<file path="config.mk">
export PLATFORM = sky130hd
export DESIGN_NAME = rob_retire
export DESIGN_NICKNAME = d
export VERILOG_FILES = /design/src/rtl/rob_retire.sv
export SDC_FILE = /design/constraint.sdc
export NUM_CORES = 1
export LEC_CHECK = 0
export CORE_MARGIN = 5
export CORE_UTILIZATION = 33
export CTS_BUF_LIST = sky130_fd_sc_hd__clkbuf_8
export DETAILED_ROUTE_END_ITERATION = 8
export PLACE_DENSITY = 0.59
export SLEW_MARGIN = 5
export SYNTH_ARGS = -nofsm -noshare
export SYNTH_HDL_FRONTEND = slang
export SYNTH_SLANG_ARGS = --single-unit
</file>
<file path="constraint.sdc">
create_clock -name clk -period 8.53 [get_ports clk]
set_clock_uncertainty 0.2 [all_clocks]
set_input_delay 2.559 -clock clk [delete_from_list [all_inputs] [get_ports clk]]
set_output_delay 2.559 -clock clk [all_outputs]
set_load 0.02 [all_outputs]
</file>
<file path="src/rtl/rob_retire.sv">
// In-order retirement buffer: holds rename records in program order, marks them
// complete on functional-unit strobes and retires one per cycle from the head.
module rob_retire #(
    parameter int DEPTH  = 16,
    parameter int IDX_W  = 4,
    parameter int AREG_W = 5,
    parameter int PREG_W = 6
) (
    input  logic              clk,
    input  logic              rstn,
    input  logic              alloc_valid,
    input  logic [AREG_W-1:0] alloc_dr,
    input  logic [PREG_W-1:0] alloc_dr_p,
    input  logic [PREG_W-1:0] alloc_old_p,
    output logic              alloc_ready,
    output logic [IDX_W-1:0]  alloc_idx,
    input  logic              cmpl_valid,
    input  logic [IDX_W-1:0]  cmpl_idx,
    output logic              retire_valid,
    output logic [AREG_W-1:0] retire_dr,
    output logic [PREG_W-1:0] retire_dr_p,
    output logic              free_valid,
    output logic [PREG_W-1:0] free_preg,
    output logic [IDX_W:0]    count,
    output logic              empty
);

    localparam logic [PREG_W-1:0] NO_MAP  = '1;
    localparam logic [IDX_W:0]    FULL_C  = (IDX_W+1)'(DEPTH);
    localparam logic [IDX_W:0]    PTR_ONE = (IDX_W+1)'(1);

    logic [DEPTH-1:0]  valid_q, valid_d;
    logic [DEPTH-1:0]  done_q, done_d;
    logic [AREG_W-1:0] dr_q    [DEPTH];
    logic [PREG_W-1:0] dr_p_q  [DEPTH];
    logic [PREG_W-1:0] old_p_q [DEPTH];
    logic [IDX_W:0]    head_q, head_d, tail_q, tail_d;
    logic [IDX_W-1:0]  head_idx, tail_idx;
    logic              alloc_fire, retire_fire, free_ok;

    logic              retire_valid_q, retire_valid_d;
    logic [AREG_W-1:0] retire_dr_q, retire_dr_d;
    logic [PREG_W-1:0] retire_dr_p_q, retire_dr_p_d;
    logic              free_valid_q, free_valid_d;
    logic [PREG_W-1:0] free_preg_q, free_preg_d;

    assign head_idx     = head_q[IDX_W-1:0];
    assign tail_idx     = tail_q[IDX_W-1:0];
    assign count        = tail_q - head_q;
    assign empty        = (count == '0);
    // No bypass of a same-cycle retire: a full buffer refuses allocation that cycle.
    assign alloc_ready  = (count != FULL_C);
    assign alloc_idx    = tail_idx;
    assign alloc_fire   = alloc_valid && alloc_ready;
    assign retire_fire  = valid_q[head_idx] && done_q[head_idx];
    assign free_ok      = (dr_q[head_idx] != '0) && (old_p_q[head_idx] != NO_MAP);

    assign retire_valid = retire_valid_q;
    assign retire_dr    = retire_dr_q;
    assign retire_dr_p  = retire_dr_p_q;
    assign free_valid   = free_valid_q;
    assign free_preg    = free_preg_q;

    always_comb begin
        valid_d        = valid_q;
        done_d         = done_q;
        head_d         = head_q;
        tail_d         = tail_q;
        retire_valid_d = 1'b0;
        retire_dr_d    = retire_dr_q;
        retire_dr_p_d  = retire_dr_p_q;
        free_valid_d   = 1'b0;
        free_preg_d    = free_preg_q;
        // Completions only land on live entries; the tail slot is still invalid.
        if (cmpl_valid && valid_q[cmpl_idx]) begin
            done_d[cmpl_idx] = 1'b1;
        end
        if (retire_fire) begin
            valid_d[head_idx] = 1'b0;
            head_d            = head_q + PTR_ONE;
            retire_valid_d    = 1'b1;
            retire_dr_d       = dr_q[head_idx];
            retire_dr_p_d     = dr_p_q[head_idx];
            free_valid_d      = free_ok;
            free_preg_d       = free_ok ? old_p_q[head_idx] : '0;
        end
        if (alloc_fire) begin
            valid_d[tail_idx] = 1'b1;
            done_d[tail_idx]  = 1'b0;
            tail_d            = tail_q + PTR_ONE;
        end
    end

    always_ff @(posedge clk or negedge rstn) begin
        if (!rstn) begin
            valid_q        <= '0;
            done_q         <= '0;
            head_q         <= '0;
            tail_q         <= '0;
            retire_valid_q <= 1'b0;
            retire_dr_q    <= '0;
            retire_dr_p_q  <= '0;
            free_valid_q   <= 1'b0;
            free_preg_q    <= '0;
        end else begin
            valid_q        <= valid_d;
            done_q         <= done_d;
            head_q         <= head_d;
            tail_q         <= tail_d;
            retire_valid_q <= retire_valid_d;
            retire_dr_q    <= retire_dr_d;
            retire_dr_p_q  <= retire_dr_p_d;
            free_valid_q   <= free_valid_d;
            free_preg_q    <= free_preg_d;
        end
    end

    // Payload is only read behind a set valid bit, so it needs no reset.
    always_ff @(posedge clk) begin
        if (alloc_fire) begin
            dr_q[tail_idx]    <= alloc_dr;
            dr_p_q[tail_idx]  <= alloc_dr_p;
            old_p_q[tail_idx] <= alloc_old_p;
        end
    end

endmodule

</file>
==> out/metrics.csv, run 1 <==
metric,value,unit
outcome,completed,
post_cts_buffers,0,
leakage,5.30,nW
path_buf_inv,2,
start_util,0.335,
gr-total-overflow,0,
area_growth,16.1,%
cpLargestDelayFamily,buffers and inverters,
min_period,6.25,ns
setup_tns,0,ns
p_seq_frac,0.422,
internal-power,3.54,mW
insertion_delay,0.60,ns
grt_start_max_net_pins,62,
synth_edf_count,272,
clockRootBuffer,clkbuf_8,
fp.coreArea,39900,µm²
worstSetupPathType,flip-flop to primary output,
ir_drop,0.000163,V
net-switching-power,1.77,mW
synth_seq_cells,333,
antenna_found_initial,3,
cts_made_buffers,54,
critical-path-max-stage-delay,0.71,ns
crit_fanout,15,
crit_path_end_kind,primary output,
syn_inst,708,
fp.dieArea,44700,µm²
slew_headroom,0.329,
drive_above_1_share,0.234,
io_buffers,54,
hold_viol,0,
ys_seq_area_frac,0.724,
cts_resized,0,
synth_warnings,0,
wl_per_cell,22.7,µm
cts_buffer_depth,3,
required,5.77,ns
num_rows,73,
ios,55,
synth_ff_type,edfxtp_1,
grt_pass1_wl,46.5,mm
reg2reg_depth,10,
combinationalPowerShare,0.343,
clk_pin_slew_worst_paths,0.06,ns
vias,6937,
place_congestion,0.779,
setup_viol_count_final,0,
h-tree-depth,2,
clock-sinks,333,
fin_nets,833,
dpl.hpwl,18.0,mm
pre_cts_ws,2.90,ns
drv_slew,0,
via_per_inst,5.09,
ys_async_sr_fraction,0.183,
grt_pass1_vias,7339,
syn-mean-instance-area,18.9,µm²
hold_path.class,flip-flop to flip-flop,
cp_slowest_cell,dfrtp_1,
wirelength,30.9,mm
crit_arrival,3.49,ns
pwr-share-clk,0.236,
power_density,341,nW/µm²
whs_path_depth,1,
hold_buffers,0,
switching_share,0.334,
die_h,211,µm
die_x,211,µm
rsz0062_at_grt,false,
synth.net_count,746,
max_freq,0.160,GHz
grt_use_total,0.138,
drtAntennaViolNets,0,
synth_cell_type_count,41,
cp.depth,8,
power,5.31,mW
drt_iter0_markers,631,
worst_pin_slew,1.01,ns
fin_ws,2.28,ns
maxCapViolCount,0,
crit_path_start_kind,flip-flop,
period_share,0.732,
syn_area,13400,µm²
first_pass_iters,4,
cts_tree,done,
drc,0,
cp_cell_sequence,"inv_1, ha_1, nor2b_1, o21ai_0, nand3_1, and2_1, nor4_1, clkdlybuf4s50_1",
area by class of cell:
type                            instances  area [µm²]
Antenna cell                            2        5.00
Clock buffer                           60         826
Clock inverter                         37         159
Fill cell                            3615       24400
Inverter                               12        45.0
Multi-Input combinational cell        316        3440
Sequential cell                       333        9700
Tap cell                              525         657
Timing Repair Buffer                   78         716
state kept, by name (all words and copies together), names as in the netlist:
register / flops
done_q: 16
dr_p_q: 96
head_q: 5
retire_dr_p: 6
old_p_q: 96
free_preg: 6
retire_dr: 5
dr_q: 80
retire_valid: 1
free_valid: 1
tail_q: 5
valid_q: 16
layout by cell type, fill, tap and decap left out, types with 3 or more instances in the layout:
master	instances
and2_1	4
a21oi_1	13
inv_1	34
nand3_1	11
nand2b_1	6
clkinv_2	6
mux4_2	82
nand4_1	3
a32o_1	15
xnor2_1	8
nor2_1	6
o21ai_1	6
nor2b_1	8
clkinv_1	6
a31oi_1	20
buf_4	24
o21ai_0	10
dfrtp_1	59
nand2_1	43
and3_1	18
a22oi_1	20
nor3b_1	3
mux2_2	12
edfxtp_1	272
clkbuf_8	60
ha_1	12
clkdlybuf4s50_1	53
metrics by stage:
stage	cells	util	hold WS (ns)	area, µm²
final	1363	0.390	0.292	15600
after global routing	1362	0.390	0.307	15500
after CTS	1361	0.389	0.295	15500
after detailed placement	1264	0.365	0.285	14600
after global placement	1264	0.365	0.278	14600
after floorplan	708	-	0.265	13400
logic make-up after synthesis:
| kind of cell | share of synthesized area |
|---|---|
| AOI/OAI and AO/OA | 0.0467 |
| xor gates and xnor gates | 0.00589 |
| adders and majority gates | 0.0127 |
| buffers and inverters | 0.0201 |
| DFF | 0.724 |
| muxes | 0.150 |
| and+or+nand+nor | 0.0407 |
path summary, 6_finish.rpt:
check	startpoint	end	slack, ns
worst min register to register	tail_q[4]	tail_q[4]	0.29
worst min-delay path	tail_q[4]	tail_q[4]	0.29
max in group asynchronous	rstn	head_q[0]	5.48
worst max register to register	head_q[1]	old_p_q[0][2]	4.22
worst max-delay path	head_q[2]	empty	2.28
min in group asynchronous	rstn	done_q[1]	1.95
power by group through the flow:
stage                     combinational [mW]  sequential, mW  clock (mW)
after floorplan                         1.25            2.21           0
after global placement                  1.83            2.26           0
after detailed placement                1.84            2.27           0
after CTS                               1.85            2.24        1.29
after global routing                    1.97            2.27        1.36
final                                   1.82            2.24        1.25
routing by layer:
layer | track usage | wire (µm) | share of wire
met1 | 0.190 | 13800 | 0.45
met2 | 0.223 | 14800 | 0.48
met3 | 0.0307 | 1720 | 0.056
met4 | 0.0398 | 621 | 0.020
met5 | 0 | 20 | 0.00065
worst reg2reg max path: cells and delay by family (launching register included):
kind	cells	cell delay, ns
buffers and inverters	3	0.93
adder cells (fa/ha/maj)	1	0.30
flip-flops	1	0.78
AND/OR/NAND/NOR	3	1.03
AO/OA/AOI/OAI	3	0.72
synthesized netlist by cell type, drive strengths merged, types with 13 or more instances:
cell	count	area share
edfxtp	272	0.61
mux4	82	0.14
dfrtp	61	0.11
nand2	43	0.012
buf	27	0.011
a22oi	20	0.011
a31oi	20	0.0093
clkbuf	20	0.0056
and3	18	0.0084
o21ai	16	0.0060
a32o	15	0.011
a21oi	13	0.0049
mux2	13	0.011
No activity file was read; power rests on OpenSTA's default activity.
==> run 2: changes to the inputs <==
PLACE_DENSITY = 0.6   (was 0.59)
clock period = 5.18 ns   (was 8.53 ns; I/O delays follow)
==> run 2 against run 1 <==
  * First-iteration DRC count decreased by 26%
  * Register-to-register slack got worse by 3.1 ns
  * Non-clock buffer count rose by 1
  * Via count decreased by 0.40%
  * Total power is 70% higher
  * Global-route usage grew 0.27 points
  * Clock power grew 86%
  * Clock-buffer cell count decreased by 2
  * Critical path depth stayed put
  * Setup slack got worse by 2.0 ns
  * Final cell count is 0.15% higher
  * Critical endpoint is now alloc_ready
==> out/metrics.csv, run 2 (synthesis results as in run 1) <==
metric,value,unit
die_h,211,µm
ios,55,
ff_latch_area,9700,µm²
insertion_delay,0.59,ns
worst_pin_slew,1.19,ns
multi_input_area,3440,µm²
io_buffers,54,
largestRegisters,"dr_p_q x96, old_p_q x96, dr_q x80",
worstSetupPathType,flip-flop to primary output,
setup_viol_count_final,0,
slew_headroom,0.207,
grt_pass1_wl,47.5,mm
clock-sinks,333,
fp.coreArea,39900,µm²
vias,6909,
antennaDiodeCount,0,
grt_start_max_net_pins,49,
fillerInstances,3591,
drc,0,
hold_path.class,flip-flop to flip-flop,
min_period,4.87,ns
start_util,0.335,
final_cell_mix,"edfxtp_1 (272), mux4_2 (82), dfrtp_1 (59)",
cts_buffer_depth,3,
crit_fanout,5,
pre_cts_ws,0.818,ns
wl_per_cell,22.8,µm
cts_resized,0,
drv_slew,0,
first_pass_iters,5,
maxCapViolCount,0,
power_density,574,nW/µm²
num_rows,73,
final_common_cell,edfxtp_1,
grt_pass1_vias,7308,
dpl.hpwl,17.4,mm
ir_drop,0.000196,V
required,3.43,ns
max_freq,0.206,GHz
die_x,211,µm
antenna_found_initial,1,
cts_tree,done,
place_congestion,0.775,
clk_pin_slew_worst_paths,0.06,ns
rsz0062_at_grt,false,
leakage,5.37,nW
via_per_inst,5.06,
cts_made_buffers,53,
drtAntennaViolNets,0,
wirelength,31.2,mm
setup_tns,0,ns
period_share,0.939,
hold_viol,0,
fin_nets,833,
fin_ws,0.314,ns
outcome,completed,
drt_iter0_markers,470,
area_growth,17.2,%
crit_arrival,3.11,ns
gr-total-overflow,0,
crit_path_end_kind,primary output,
dpl-instance-area,14600,µm²
drive_above_1_share,0.246,
crit_path_start_kind,flip-flop,
fin_area,15700,µm²
fp.dieArea,44700,µm²
h-tree-depth,2,
post_cts_buffers,0,
grt_use_total,0.141,
hold_buffers,0,
clockRootBuffer,clkbuf_8,
## run 2: changes by cell type in the layout (fill, tap and decap cells not counted)
cell,change
clkdlybuf4s50_1,-1
clkinv_4,+1
bufinv_16,+5
clkinv_2,+5
clkbuf_8,-2
diode_2,-2
inv_1,-9
dlymetal6s2s_1,+1
inv_6,+1
clkinv_1,+2
buf_4,+1
## run 2: final cells by class
class	instances	area share
clock buffer	58	0.0509
sequential	333	0.618
timing repair buffer	79	0.0462
clock inverter	42	0.0207
multi-input combinational	316	0.219
inverter	12	0.00287
tap	525	0.0419
## run 2: worst max-delay path, cell delays in order, from the launching register on
cell and delay (ns):
dfrtp_1 0.41, inv_1 0.12, ha_1 0.24, fa_1 0.40, nor2b_1 0.13, o21ai_0 0.10
a21o_1 0.20, o2111ai_1 0.23, clkdlybuf4s50_1 0.70
## run 2: final timing paths
check | cells past startpoint | end | from | slack, ns
worst max-delay path | 8 | alloc_ready | tail_q[0] | 0.31
worst min-delay path | 2 | free_preg[2] | free_preg[2] | 0.29
worst max register to register | 8 | free_preg[5] | head_q[0] | 1.10
worst min register to register | 2 | free_preg[2] | free_preg[2] | 0.29
max in group asynchronous | 2 | free_preg[5] | rstn | 2.89
min in group asynchronous | 1 | valid_q[2] | rstn | 0.94
## run 2: per-layer routing
layer / share of wire / GRT usage / wire (µm) / up-vias
li1: - / - / - / 3050
met1: 0.43 / 0.190 / 13400 / 3634
met2: 0.50 / 0.236 / 15700 / 175
met3: 0.047 / 0.0261 / 1470 / 48
met4: 0.019 / 0.0384 / 578 / 2
met5: 0.00064 / 0 / 20 / -
## run 2: through the flow
step | utilization | instances | power [mW] | hold WS [ns]
floorplan | - | 708 | 5.71 | 0.265
global placement | 0.365 | 1265 | 6.73 | 0.279
detailed placement | 0.365 | 1265 | 6.78 | 0.283
CTS | 0.393 | 1365 | 9.13 | 0.295
global route | 0.393 | 1365 | 9.51 | 0.300
finish | 0.393 | 1365 | 9.01 | 0.291
## run 2: power by group
part / switching (mW) / internal [mW] / total, mW
registers: 0.226 / 3.36 / 3.59
logic: 1.69 / 1.40 / 3.09
clock network: 1.04 / 1.29 / 2.33
